## src/rtl/key_pkg.sv

```systemverilog
// Shared constants, repeat-FSM encoding and counter sizing helper for the key front end.
package key_pkg;

    localparam int unsigned DB_CYCLES_DEF     = 200000;
    localparam int unsigned HOLD_CYCLES_DEF   = 5000000;
    localparam int unsigned REPEAT_CYCLES_DEF = 2000000;

    typedef enum logic [1:0] {
        IDLE   = 2'd0,
        HELD   = 2'd1,
        REPEAT = 2'd2
    } rpt_state_e;

    // Never returns 0 so a terminal count of 1 still gets a real register bit.
    function automatic int unsigned cnt_w(input int unsigned n);
        return (n > 1) ? $clog2(n) : 1;
    endfunction

endpackage

```

## src/rtl/key_debounce_ch.sv

```systemverilog
// One key channel: 2-FF synchronizer, debounce counter, debounced state and press pulse.
module key_debounce_ch
    import key_pkg::*;
#(
    parameter int unsigned DB_CYCLES = DB_CYCLES_DEF
) (
    input  logic clk,
    input  logic rst_n,
    input  logic raw,
    output logic level,
    output logic press,
    output logic rise,
    output logic fall
);

    localparam int unsigned CW = cnt_w(DB_CYCLES);
    localparam logic [CW-1:0] CNT_LAST = CW'(DB_CYCLES - 1);

    logic          s1;
    logic          s2;
    logic          st;
    logic [CW-1:0] cnt;
    logic          flip;

    // rise/fall are the combinational strobes of the edge on which st is about to change.
    assign flip  = (s2 != st) && (cnt == CNT_LAST);
    assign rise  = flip && s2;
    assign fall  = flip && !s2;
    assign level = st;

    always_ff @(posedge clk or negedge rst_n) begin
        if (!rst_n) begin
            s1    <= 1'b0;
            s2    <= 1'b0;
            st    <= 1'b0;
            cnt   <= '0;
            press <= 1'b0;
        end else begin
            s1    <= raw;
            s2    <= s1;
            press <= rise;
            if (s2 == st) begin
                cnt <= '0;
            end else if (flip) begin
                st  <= s2;
                cnt <= '0;
            end else begin
                cnt <= cnt + 1'b1;
            end
        end
    end

endmodule

```

## src/rtl/key_input.sv

```systemverilog
// Debounced mode/add key front end; add auto-repeats while held, mode pulses once per press.
module key_input
    import key_pkg::*;
#(
    parameter int unsigned DB_CYCLES     = DB_CYCLES_DEF,
    parameter int unsigned HOLD_CYCLES   = HOLD_CYCLES_DEF,
    parameter int unsigned REPEAT_CYCLES = REPEAT_CYCLES_DEF
) (
    input  logic clk,
    input  logic rst_n,
    input  logic key_mode_raw,
    input  logic key_add_raw,
    output logic key_mode,
    output logic key_add,
    output logic key_mode_level,
    output logic key_add_level
);

    localparam int unsigned HMAX = (HOLD_CYCLES > REPEAT_CYCLES) ? HOLD_CYCLES : REPEAT_CYCLES;
    localparam int unsigned HW   = cnt_w(HMAX);
    localparam logic [HW-1:0] HOLD_LAST = HW'(HOLD_CYCLES - 1);
    localparam logic [HW-1:0] RPT_LAST  = HW'(REPEAT_CYCLES - 1);

    logic mode_press;
    logic mode_rise_unused;
    logic mode_fall_unused;
    logic add_press;
    logic add_rise;
    logic add_fall;

    rpt_state_e    state;
    rpt_state_e    state_next;
    logic [HW-1:0] hcnt;
    logic [HW-1:0] hcnt_next;
    logic          rpt_pulse;
    logic          rpt_pulse_next;

    key_debounce_ch #(.DB_CYCLES(DB_CYCLES)) u_mode (
        .clk   (clk),
        .rst_n (rst_n),
        .raw   (key_mode_raw),
        .level (key_mode_level),
        .press (mode_press),
        .rise  (mode_rise_unused),
        .fall  (mode_fall_unused)
    );

    key_debounce_ch #(.DB_CYCLES(DB_CYCLES)) u_add (
        .clk   (clk),
        .rst_n (rst_n),
        .raw   (key_add_raw),
        .level (key_add_level),
        .press (add_press),
        .rise  (add_rise),
        .fall  (add_fall)
    );

    assign key_mode = mode_press;
    assign key_add  = add_press | rpt_pulse;

    always_ff @(posedge clk or negedge rst_n) begin
        if (!rst_n) begin
            state     <= IDLE;
            hcnt      <= '0;
            rpt_pulse <= 1'b0;
        end else begin
            state     <= state_next;
            hcnt      <= hcnt_next;
            rpt_pulse <= rpt_pulse_next;
        end
    end

    // The fall strobe is checked first so a release cancels a repeat due on the same edge.
    always_comb begin
        state_next     = state;
        hcnt_next      = hcnt;
        rpt_pulse_next = 1'b0;
        case (state)
            IDLE: begin
                hcnt_next = '0;
                if (add_rise) state_next = HELD;
            end
            HELD: begin
                if (add_fall) begin
                    state_next = IDLE;
                    hcnt_next  = '0;
                end else if (hcnt == HOLD_LAST) begin
                    rpt_pulse_next = 1'b1;
                    hcnt_next      = '0;
                    state_next     = REPEAT;
                end else begin
                    hcnt_next = hcnt + 1'b1;
                end
            end
            REPEAT: begin
                if (add_fall) begin
                    state_next = IDLE;
                    hcnt_next  = '0;
                end else if (hcnt == RPT_LAST) begin
                    rpt_pulse_next = 1'b1;
                    hcnt_next      = '0;
                end else begin
                    hcnt_next = hcnt + 1'b1;
                end
            end
            default: begin
                state_next = IDLE;
                hcnt_next  = '0;
            end
        endcase
    end

endmodule

```

## config.mk

```make
export PLATFORM = sky130hd
export DESIGN_NAME = key_input
export DESIGN_NICKNAME = d
export VERILOG_FILES = /design/src/rtl/key_pkg.sv /design/src/rtl/key_debounce_ch.sv /design/src/rtl/key_input.sv
export SDC_FILE = /design/constraint.sdc
export NUM_CORES = 1
export LEC_CHECK = 0
export ABC_AREA = 1
export CORE_MARGIN = 3
export CORE_UTILIZATION = 55
export CTS_CLUSTER_SIZE = 40
export DETAILED_ROUTE_END_ITERATION = 16
export GPL_TIMING_DRIVEN = 0
export PLACE_DENSITY = 0.79
export SLEW_MARGIN = 20
export SYNTH_ARGS = -nofsm -noshare
export SYNTH_HDL_FRONTEND = slang
export SYNTH_SLANG_ARGS = --single-unit
```

## constraint.sdc

```tcl
create_clock -name clk -period 1.9 [get_ports clk]
set_input_delay 0.38 -clock clk [delete_from_list [all_inputs] [get_ports clk]]
set_output_delay 0.38 -clock clk [all_outputs]
set_load 0.1 [all_outputs]
```

==> results.ini <==
[sta]
max_slew.worst_pin.slew_ns = 0.536
period_needed_ns = 1.80
worst_clock_skew_ns = 0.0160
finalHoldViolCount = 0
final.period_utilization = 0.946
fin_worst_hold_slack_ns = 0.361
timing.slew.headroom = 0.640
maxClockFrequency_mhz = 557
finalWorstSetupSlack_ns = 0.103
setup_viol_count_final = 0
slew_viol_final = 0

[pwr]
cell_internal_pwr_w = 0.00201
post_layout_total_power_w = 0.00269
leakagePower_nw = 1.96
clkPwrFrac = 0.399
netSwitchingPower_w = 0.000676
power_frac_seq = 0.565
combinationalPowerShare = 0.036
power_switching_share = 0.251
power-per-cell-area_nw_per_um2 = 599
peak_supply_drop_uv = 556

[routing]
drt-total-wl_um = 8050
drc_errors = 0
drt_iter0_drc = 164
routed_wire_per_std_cell_um = 12.8
routed-via-count = 3203
firstDrtPassIters = 4
drtAntennaViolNets = 0
vias_per_cell = 5.08

[synth]
yosys.cell_count.top_type = sky130_fd_sc_hd__nand2_1
ys_seq_elements = 70
synthesis.yosys.warnings = 0
dominant_register_cell_in_the_synthesized_netlist = sky130_fd_sc_hd__dfrtp_1
synth-async-reset-ratio = 1.00
synth_area_per_cell_um2 = 7.97
proportion_of_netlist_area_held_by_the_largest_area_contributor = 0.443
synthTopCellsByArea = sky130_fd_sc_hd__dfrtp_1, sky130_fd_sc_hd__nand2_1, sky130_fd_sc_hd__nor2_1
postSynthNetCount = 506
yosysSeqAreaShare = 0.443
postSynthCellCount = 496
mappedNetlistArea_um2 = 3960
synth_largest_area_cell = sky130_fd_sc_hd__dfrtp_1
number_of_synthesized_flops_with_an_enable_pin = 0
post_synth_num_cell_types = 31
commonest_cells_post_synth = sky130_fd_sc_hd__nand2_1, sky130_fd_sc_hd__nor2_1, sky130_fd_sc_hd__dfrtp_1

[die]
ios = 8
core_um2 = 6870
die_area_um2 = 8240
std_cell_rows = 30
start_util = 0.576
die_w_um = 90.8
floorplan.die.height_um = 90.8

[setup_path]
cpLargestDelayFamily = simple AND/OR/NAND/NOR gates
critical_path.endpoint_type = register
worstPathCellList = ha_4, nand2_2, nor2_4, nand3_2, nor2_4, nand3_4, nand3_4, nand2_4, nand2_8, clkbuf_16, nor2_4
cp.buffers_inverters = 1
startpoint_type = register
cpMostUsedCell = sky130_fd_sc_hd__nor2_4
worst_ep_arrival_time_ns = 2.04
timing_worst_setup_path_type = register to register
worstPathRequired_ns = 2.14
timing.critical_path.slowest_stage_cell = sky130_fd_sc_hd__dfrtp_1
crit_path_max_fanout = 6
worst_path_largest_cell_delay_ns = 0.42

[cts]
cts-htree-levels = 3
cts_root_buf = sky130_fd_sc_hd__clkbuf_8
cts.path.max_buffers = 2
cts_tree = built
clkTransAtPathRegs_ns = 0.08
clock_sink_count = 70
clk_latency_ns = 0.36
cts_made_buffers = 9

[global_routing]
first_pass_grt_wire_length_um = 13900
grt-ovfl-total = 0
gr-usage-all-layers = 0.208
antenna_found_initial = 0
via_count_of_the_first_global_routing_pass = 3211
pin_count_of_the_biggest_net_entering_global_routing = 45

[place]
place.detailed.hpwl_um = 5800
detailedPlace.worstSlack_ns = -0.0885
gpl.final_weighted_congestion = 0.921
place_area_um2 = 4170
placed_cells_incl_taps = 600
port_buffers = 7

[final_layout]
final_area_um2 = 4490
layout_stage_area_growth_over_the_synthesis_result_pct = 13.6
finalNetCount = 539
finalNonFillerCells = 630
n_fill_cell = 595
drive_above_1_share = 0.146
antennaDiodeCount = 0

[job]
max_cap_violations = 0

[run_status]
status = completed

[hold_path]
holdCritPathClass = register to register

==> what timing repair did <==
| item | 4_1_cts | 5_1_grt |
|---|---|---|
| pin swaps | 0 | 5 |
| hold buffers | 1 | 0 |
| endpoints found under the setup margin | 11 | 20 |
| resized for setup | 14 | 9 |
| buffers inserted | 0 | 12 |
| endpoints found under the hold margin | 26 | 0 |
| gates cloned | 0 | 1 |
==> through the flow <==
stage	utilization	setup TNS, ns
6_report	0.654	0
3_3_place_gp	0.604	-132.06
5_1_grt	0.654	-0.00905
2_1_floorplan	-	0
3_5_place_dp	0.606	-0.226
4_1_cts	0.635	0
==> layout by cell type (no fill, tap or decap), types with 3 or more instances in the layout <==
| cell | count |
|---|---|
| sky130_fd_sc_hd__dfrtp_2 | 3 |
| sky130_fd_sc_hd__clkinv_4 | 3 |
| sky130_fd_sc_hd__xnor2_1 | 8 |
| sky130_fd_sc_hd__nor3_1 | 13 |
| sky130_fd_sc_hd__nand3_1 | 27 |
| sky130_fd_sc_hd__clkbuf_8 | 9 |
| sky130_fd_sc_hd__xor2_1 | 21 |
| sky130_fd_sc_hd__nor2_4 | 15 |
| sky130_fd_sc_hd__o21ai_0 | 5 |
| sky130_fd_sc_hd__nor2_1 | 97 |
| sky130_fd_sc_hd__dfrtp_1 | 67 |
| sky130_fd_sc_hd__nand2_2 | 3 |
| sky130_fd_sc_hd__nor2_2 | 9 |
| sky130_fd_sc_hd__inv_1 | 57 |
| sky130_fd_sc_hd__ha_1 | 5 |
| sky130_fd_sc_hd__nand4_1 | 20 |
| sky130_fd_sc_hd__nand3b_1 | 3 |
| sky130_fd_sc_hd__a21oi_1 | 11 |
| sky130_fd_sc_hd__nand2_1 | 111 |
| sky130_fd_sc_hd__buf_4 | 13 |
==> layout make-up <==
class                   instances  area, um^2  area share
plain buffers                   1        20.0     0.00446
clock buffers                   9         124      0.0276
clock inverters                 7        51.3      0.0114
inverters                      57         214      0.0476
multi-input cells             368        2000       0.446
flip-flops and latches         70        1760       0.391
well taps                      96         120      0.0267
repair buffers                 22         205      0.0457
==> sequential cells by signal, indices dropped and copies added (netlist names) <==
signal	flops
u_mode.s1	1
u_add.cnt	18
rpt_pulse	1
u_add.s1	1
u_mode.level	1
u_mode.press	1
u_add.press	1
u_mode.cnt	18
u_add.s2	1
u_mode.s2	1
u_add.level	1
state	2
hcnt	23
==> power groups by stage <==
stage               clock (W)  combinational (W)  sequential, W
detailed placement          0          0.0000845        0.00155
floorplan                   0          0.0000345        0.00154
global placement            0          0.0000774        0.00155
finish                0.00107          0.0000971        0.00152
global route          0.00118           0.000114        0.00152
CTS                   0.00111          0.0000868        0.00152
==> layer usage <==
| metal | vias up | wire length [um] | global-route usage |
|---|---|---|---|
| li1 | 1642 | - | - |
| met1 | 1474 | 3630 | 0.265 |
| met2 | 70 | 3890 | 0.332 |
| met3 | 17 | 368 | 0.0600 |
| met4 | 0 | 164 | 0.0879 |
| met5 | - | 0 | 0 |
==> logic make-up (layout without fill, tap and decap cells) <==
logic type	Yosys count	after routing	share of synthesized area
AOI/OAI and AO/OA	20	20	0.0282
xor gates and xnor gates	30	30	0.0712
adders and majority gates	6	6	0.0190
buffers and inverters	58	96	0.0592
DFF	70	70	0.443
and+or+nand+nor	312	312	0.380
==> final timing paths <==
check,start,to,slack [ns],cells after the start
setup / recovery,u_add.cnt[1]$_DFF_PN0_,hcnt[2]$_DFF_PN0_,0.10,11
hold / removal,u_add.s1$_DFF_PN0_,u_add.s2$_DFF_PN0_,0.36,0
setup reg to reg,u_add.cnt[1]$_DFF_PN0_,hcnt[2]$_DFF_PN0_,0.10,11
hold reg to reg,u_add.s1$_DFF_PN0_,u_add.s2$_DFF_PN0_,0.36,0
max in group asynchronous,rst_n,u_add.cnt[17]$_DFF_PN0_,0.89,3
min in group asynchronous,rst_n,hcnt[14]$_DFF_PN0_,0.47,2
(Power assumes the default switching activity.)
==> variant 1: new RTL, same flow settings <==
Put a register stage on the outputs `key_mode` and `key_add`, with the module's reset. The values now appear one clock later. The other outputs are not delayed to match.
--- a/src/rtl/key_input.sv
+++ b/src/rtl/key_input.sv
@@ -57,4 +57,11 @@
 
-    assign key_mode = mode_press;
-    assign key_add  = add_press | rpt_pulse;
+    always_ff @(posedge clk or negedge rst_n) begin
+        if (!rst_n) begin
+            key_mode <= '0;
+            key_add  <= '0;
+        end else begin
+            key_mode <= mode_press;
+            key_add  <= add_press | rpt_pulse;
+        end
+    end
 
Check against the original RTL: no difference found for any inputs over 10 cycles, from zero or initial values and one cycle with rst_n low; that may be too few to reach the edited logic, so the function may still have changed.
==> variant 1 against the original RTL <==
Area after synthesis up 1.3%. Core utilization up 2.1 points. Fmax down 0.43%. Sequential cell count up 2. Largest cell class unchanged. Sequential power up 3%. Global-route usage down 0.70 points. Sequential share of layout area down 0.54 points. Hold slack worse by 0.0069 ns. Clock power up 50%. Worst setup slack worse by 0.0077 ns. Cell area up 4.3%. Power up 21%. Wire length down 1.0%. Largest power group is now clock. Via count up 3.9%.
==> variant 1: results (changes against the original RTL) <==
{| class="wikitable"
! Metric !! Value
|-
| Result of the run || completed
|-
| First DRT Iteration DRCs || 139 (-15%)
|-
| Global-route met2 utilization || 34.3% (+1.2 points)
|-
| Transition time of the tightest slew-check pin || 0.557 ns (+0.0211 ns)
|-
| Post-synthesis share of cell area spent on xor and xnor gates || 7.03% (-0.089 points)
|-
| Maximum ir drop on the vdd rail || 516 uV (-7.2%)
|-
| Number of global-route vias before repair || 3,055 (-4.9%)
|-
| Weighted congestion reported at the end of routability-driven placement || 0.964 (+4.6%)
|-
| Clk Latency, worst-skew pair || 0.34 ns (-0.02 ns)
|-
| Sum of met2 wire segment lengths after detailed routing || 3.98 mm (+2.4%)
|-
| Cell types with the largest area share after synthesis || sky130_fd_sc_hd__dfrtp_1, sky130_fd_sc_hd__nand2_1, sky130_fd_sc_hd__nor2_1
|-
| Nets || 545 (+1.1%)
|-
| Stage delay of the slowest cell on the critical path || roughly 0.43 ns
|-
| Setup skew after layout || 0.00892 ns (-0.00709 ns)
|-
| Total Routing Usage GR || 20.1% (-0.70 points)
|-
| Maximum number of pins on one net before global-route repair || 47 (+4.4%)
|-
| GR Layer Usage met1 || 24.7% (-1.8 points)
|-
| Leak || 2.06 nW (+5.0%)
|-
| Clock-cell share of area || 5.77% (+1.9 points)
|-
| Compound-gate portion of the synthesized area || 2.78% (-0.035 points)
|-
| Nets in the synthesized netlist || 508 (+0.40%)
|-
| Multi-input gate share of the layout cell area || 42.9% (-1.6 points)
|-
| Wire length of the first global-routing pass || 13.5 mm (-2.6%)
|-
| WL met3 || 337 microns (-8.4%)
|-
| Sequential cell area || 0.00181 sq mm (+2.9%)
|-
| Register bit count reported by yosys || 72 (+2.9%)
|-
| Share of cells above drive strength 1 || 15.2% (+0.58 points)
|-
| Routed via count || 3,328 (+3.9%)
|-
| Commonest cells post-synth || sky130_fd_sc_hd__nand2_1, sky130_fd_sc_hd__nor2_1, sky130_fd_sc_hd__dfrtp_1, sky130_fd_sc_hd__inv_1, sky130_fd_sc_hd__nand3_1
|-
| DRT met1 WL || 3.54 mm (-2.5%)
|-
| Final-layout fill cell count || 555 (-6.7%)
|-
| Total setup buffers inserted after CTS || 0 (unchanged)
|-
| Total of clock buffers placed in the layout || 11 (+2)
|-
| Fraction of the mapped netlist area in adder cells || 1.87% (-0.024 points)
|-
| Maximum fanout count along the critical path || 8 (+2)
|-
| NonClk Buf Share || 5.61% (+0.60 points)
|-
| Register area share after synthesis || 45.0% (+0.70 points)
|-
| Buffers outside the clock class || 27 (+17%)
|-
| Global routing met3 resource utilization || 5.55% (-0.45 points)
|-
| Mean routed wirelength per cell || 12.5 microns (-2.0%)
|-
| Maximum root-to-sink buffer count || 2 (unchanged)
|-
| Sum of net half-perimeters after detailed placement || 5.63 mm (-3.0%)
|}
variant 1: changes by cell type in the layout (fill, tap and decap cells not counted), sizes merged:
| cell | before | now |
|---|---|---|
| clkinv | 5 | 1 |
| clkbuf | 11 | 14 |
| bufinv | 0 | 4 |
| buf | 16 | 19 |
| dfrtp | 70 | 72 |
| clkinvlp | 2 | 0 |
variant 1: worst max-delay path, delay by kind of cell (launching register included):
family | cells | cell delay, ns
buffers and inverters | 1 | 0.17
adders and majority gates | 1 | 0.17
and+or+nand+nor | 9 | 0.90
DFF | 1 | 0.43
variant 1: worst paths after layout:
| kind | slack, ns | start | to |
|---|---|---|---|
| worst min-delay path | 0.35 | u_mode.press | key_mode |
| max in group asynchronous | 0.86 | rst_n | u_add.level |
| worst max register to register | 0.1 | u_add.cnt[0] | hcnt[10] |
| worst max-delay path | 0.1 | u_add.cnt[0] | hcnt[10] |
| worst min register to register | 0.35 | u_mode.press | key_mode |
| min in group asynchronous | 0.50 | rst_n | key_mode |
variant 1: per-stage QoR:
step                hold WS [ns]  instance area, sq um  cells  setup WS [ns]  util, %
global route               0.360                  4680    636        -0.0787     67.5
finish                     0.354                  4680    636         0.0957     67.5
detailed placement         0.317                  4220    602        -0.0852     60.8
global placement           0.333                  4200    601          -2.22     60.5
CTS                        0.358                  4510    619         0.0158     65.0
floorplan                 0.0844                  4010    498          0.173        -
variant 1: report_power, final:
part | switching (mW) | total, mW | internal (mW)
combinational | 0.0613 | 0.101 | 0.0395
clock | 0.559 | 1.60 | 1.04
sequential | 0.0161 | 1.56 | 1.55
variant 1: logic make-up after synthesis:
family / count (synthesis)
xor+xnor: 30
simple gates: 312
compound gates: 20
buf+inv: 58
flops: 72
fa+ha+maj: 6
==> variant 2: new RTL, same settings <==
Without the edit above. `HOLD_CYCLES_DEF`: 5000000 -> 10000000.
--- a/src/rtl/key_pkg.sv
+++ b/src/rtl/key_pkg.sv
@@ -4,3 +4,3 @@
     localparam int unsigned DB_CYCLES_DEF     = 200000;
-    localparam int unsigned HOLD_CYCLES_DEF   = 5000000;
+    localparam int unsigned HOLD_CYCLES_DEF   = 10000000;
     localparam int unsigned REPEAT_CYCLES_DEF = 2000000;
Behaviour: same outputs for any inputs over 10 cycles, from zero or initial values and one cycle with rst_n low; that may be too few to reach the edited logic, so the function may still have changed.
==> variant 2 against the original RTL <==
Cell area decreased by 4.5%. Fmax increased by 0.92%. Sequential share of layout area increased by 2.4 points. Die area decreased by 3.2%. Sequential cell count increased by 1. Area after synthesis decreased by 3.4%. Critical path depth decreased by 2. Power increased by 11%. Worst setup slack improved by 0.016 ns. Global-route usage decreased by 0.49 points. Count of clock-buffer cells in the layout increased by 2. Wire length decreased by 10%.
==> variant 2: results (changes against the original RTL) <==
{| class="wikitable"
! Metric !! Value
|-
| Result of the run || completed
|-
| Largest registers ranked by flip-flop count || hcnt: 24 flops, u_add.cnt: 18 flops, u_mode.cnt: 18 flops
|-
| Register area share after synthesis || 46.5% (+2.2 points)
|-
| Nets || 504 (-6.5%)
|-
| Startpoint of the lowest-slack register-to-register path || hcnt[0]
|-
| Nets in the synthesized netlist || 483 (-4.5%)
|-
| Number of global-route vias before repair || 2,914 (-9.2%)
|-
| Sum of net half-perimeters after detailed placement || 5.20 mm (-10%)
|-
| Maximum ir drop on the vdd rail || 502 uV (-9.7%)
|-
| Commonest cells post-synth || sky130_fd_sc_hd__nand2_1, sky130_fd_sc_hd__nor2_1, sky130_fd_sc_hd__dfrtp_1, sky130_fd_sc_hd__inv_1, sky130_fd_sc_hd__nand3_1
|-
| Cell area after placement || 0.00401 sq mm (-3.8%)
|-
| Register-to-register setup slack || 0.12 ns (+0.02 ns)
|-
| Setup skew after layout || 0.0118 ns (-0.00425 ns)
|-
| Detailed-route vias per instance || 5.28 (+3.8%)
|-
| Endpoint arrival time on the critical path || 2.01 ns (-0.03 ns)
|-
| First DRT Iteration DRCs || 222 (+35%)
|-
| Final-layout fill cell count || 528 (-11%)
|-
| Critical R2R Capture || hcnt[11]
|-
| Maximum number of pins on one net before global-route repair || 39 (-13%)
|-
| Remaining max-slew budget at the tightest pin || 63.4% (-0.64 points)
|-
| Number of distinct library cells after synthesis || 34 (+9.7%)
|-
| Total Routing Usage GR || 20.3% (-0.49 points)
|-
| Leak || 2.00 nW (+2.1%)
|-
| Stage delay of the slowest cell on the critical path || 0.38 ns (-0.04 ns)
|-
| Share of cells above drive strength 1 || 13.4% (-1.2 points)
|-
| Clk Latency, worst-skew pair || 0.34 ns (-0.02 ns)
|-
| Maximum fanout count along the critical path || 10 (+4)
|-
| Number of detailed-routing iterations run before antenna repair || 5 (+1)
|-
| Worst hold slack across all endpoints || 0.353 ns (-0.00856 ns)
|-
| Weighted congestion reported at the end of routability-driven placement || 0.896 (-2.8%)
|}
## variant 2: area by class of cell
| type | instances | area, sq um | area share (%) |
|---|---|---|---|
| sequential | 71 | 1780 | 41.5 |
| tap | 77 | 96.3 | 2.25 |
| timing repair buffer | 10 | 97.6 | 2.28 |
| clock inverter | 5 | 78.8 | 1.84 |
| buffer | 2 | 35.0 | 0.817 |
| clock buffer | 11 | 151 | 3.53 |
| multi-input combinational | 342 | 1830 | 42.7 |
| inverter | 58 | 218 | 5.08 |
## variant 2: cell families (layout without fill, tap and decap cells)
group	Yosys count	count (layout)	share of synthesized area [%]
and+or+nand+nor	287	287	34.9
DFF	71	71	46.5
buffers and inverters	60	86	6.62
xor gates and xnor gates	31	31	7.30
AOI/OAI and AO/OA	18	18	2.72
adders and majority gates	6	6	1.97
## variant 2: metal layers
layer	track usage [%]	vias to the layer above	wire (microns)
li1	-	1528	-
met1	26.5	1441	3510
met2	33.2	64	3350
met3	6.36	8	296
met4	4.74	0	68
met5	0	-	0
## variant 2: power by group
part           switching (mW)  internal [mW]
clock network           0.559          0.811
logic                  0.0593         0.0257
registers             0.00987           1.52
## variant 2: through the flow
| step | cells | worst slack [ns] |
|---|---|---|
| global placement | 557 | -2.21 |
| floorplan | 473 | 0.200 |
| detailed placement | 558 | -0.0872 |
| finish | 576 | 0.120 |
| CTS | 575 | -0.117 |
| global route | 576 | -0.0448 |
## variant 2: worst max-delay path by stage
| stage | startpoint | to | slack (ns) | cells after the start |
|---|---|---|---|---|
| 6_report | hcnt[0] | hcnt[11] | 0.12 | 9 |
| 5_1_grt | hcnt[0] | hcnt[18] | -0.04 | 9 |
| 4_1_cts | rpt_pulse | key_add | -0.12 | 2 |
| 3_5_place_dp | rpt_pulse | key_add | -0.09 | 2 |
| 3_3_place_gp | rst_n | u_mode.level | -2.21 | 1 |
| 2_1_floorplan | u_add.level | hcnt[17] | 0.20 | 8 |
## variant 2: repair_timing
action                                  CTS  global route
gates resized for setup                   9            12
pin swaps                                 0             4
endpoints found under the hold margin    33             0
hold buffers                              1             0
buffers inserted                          0             1
endpoints found under the setup margin    4            29
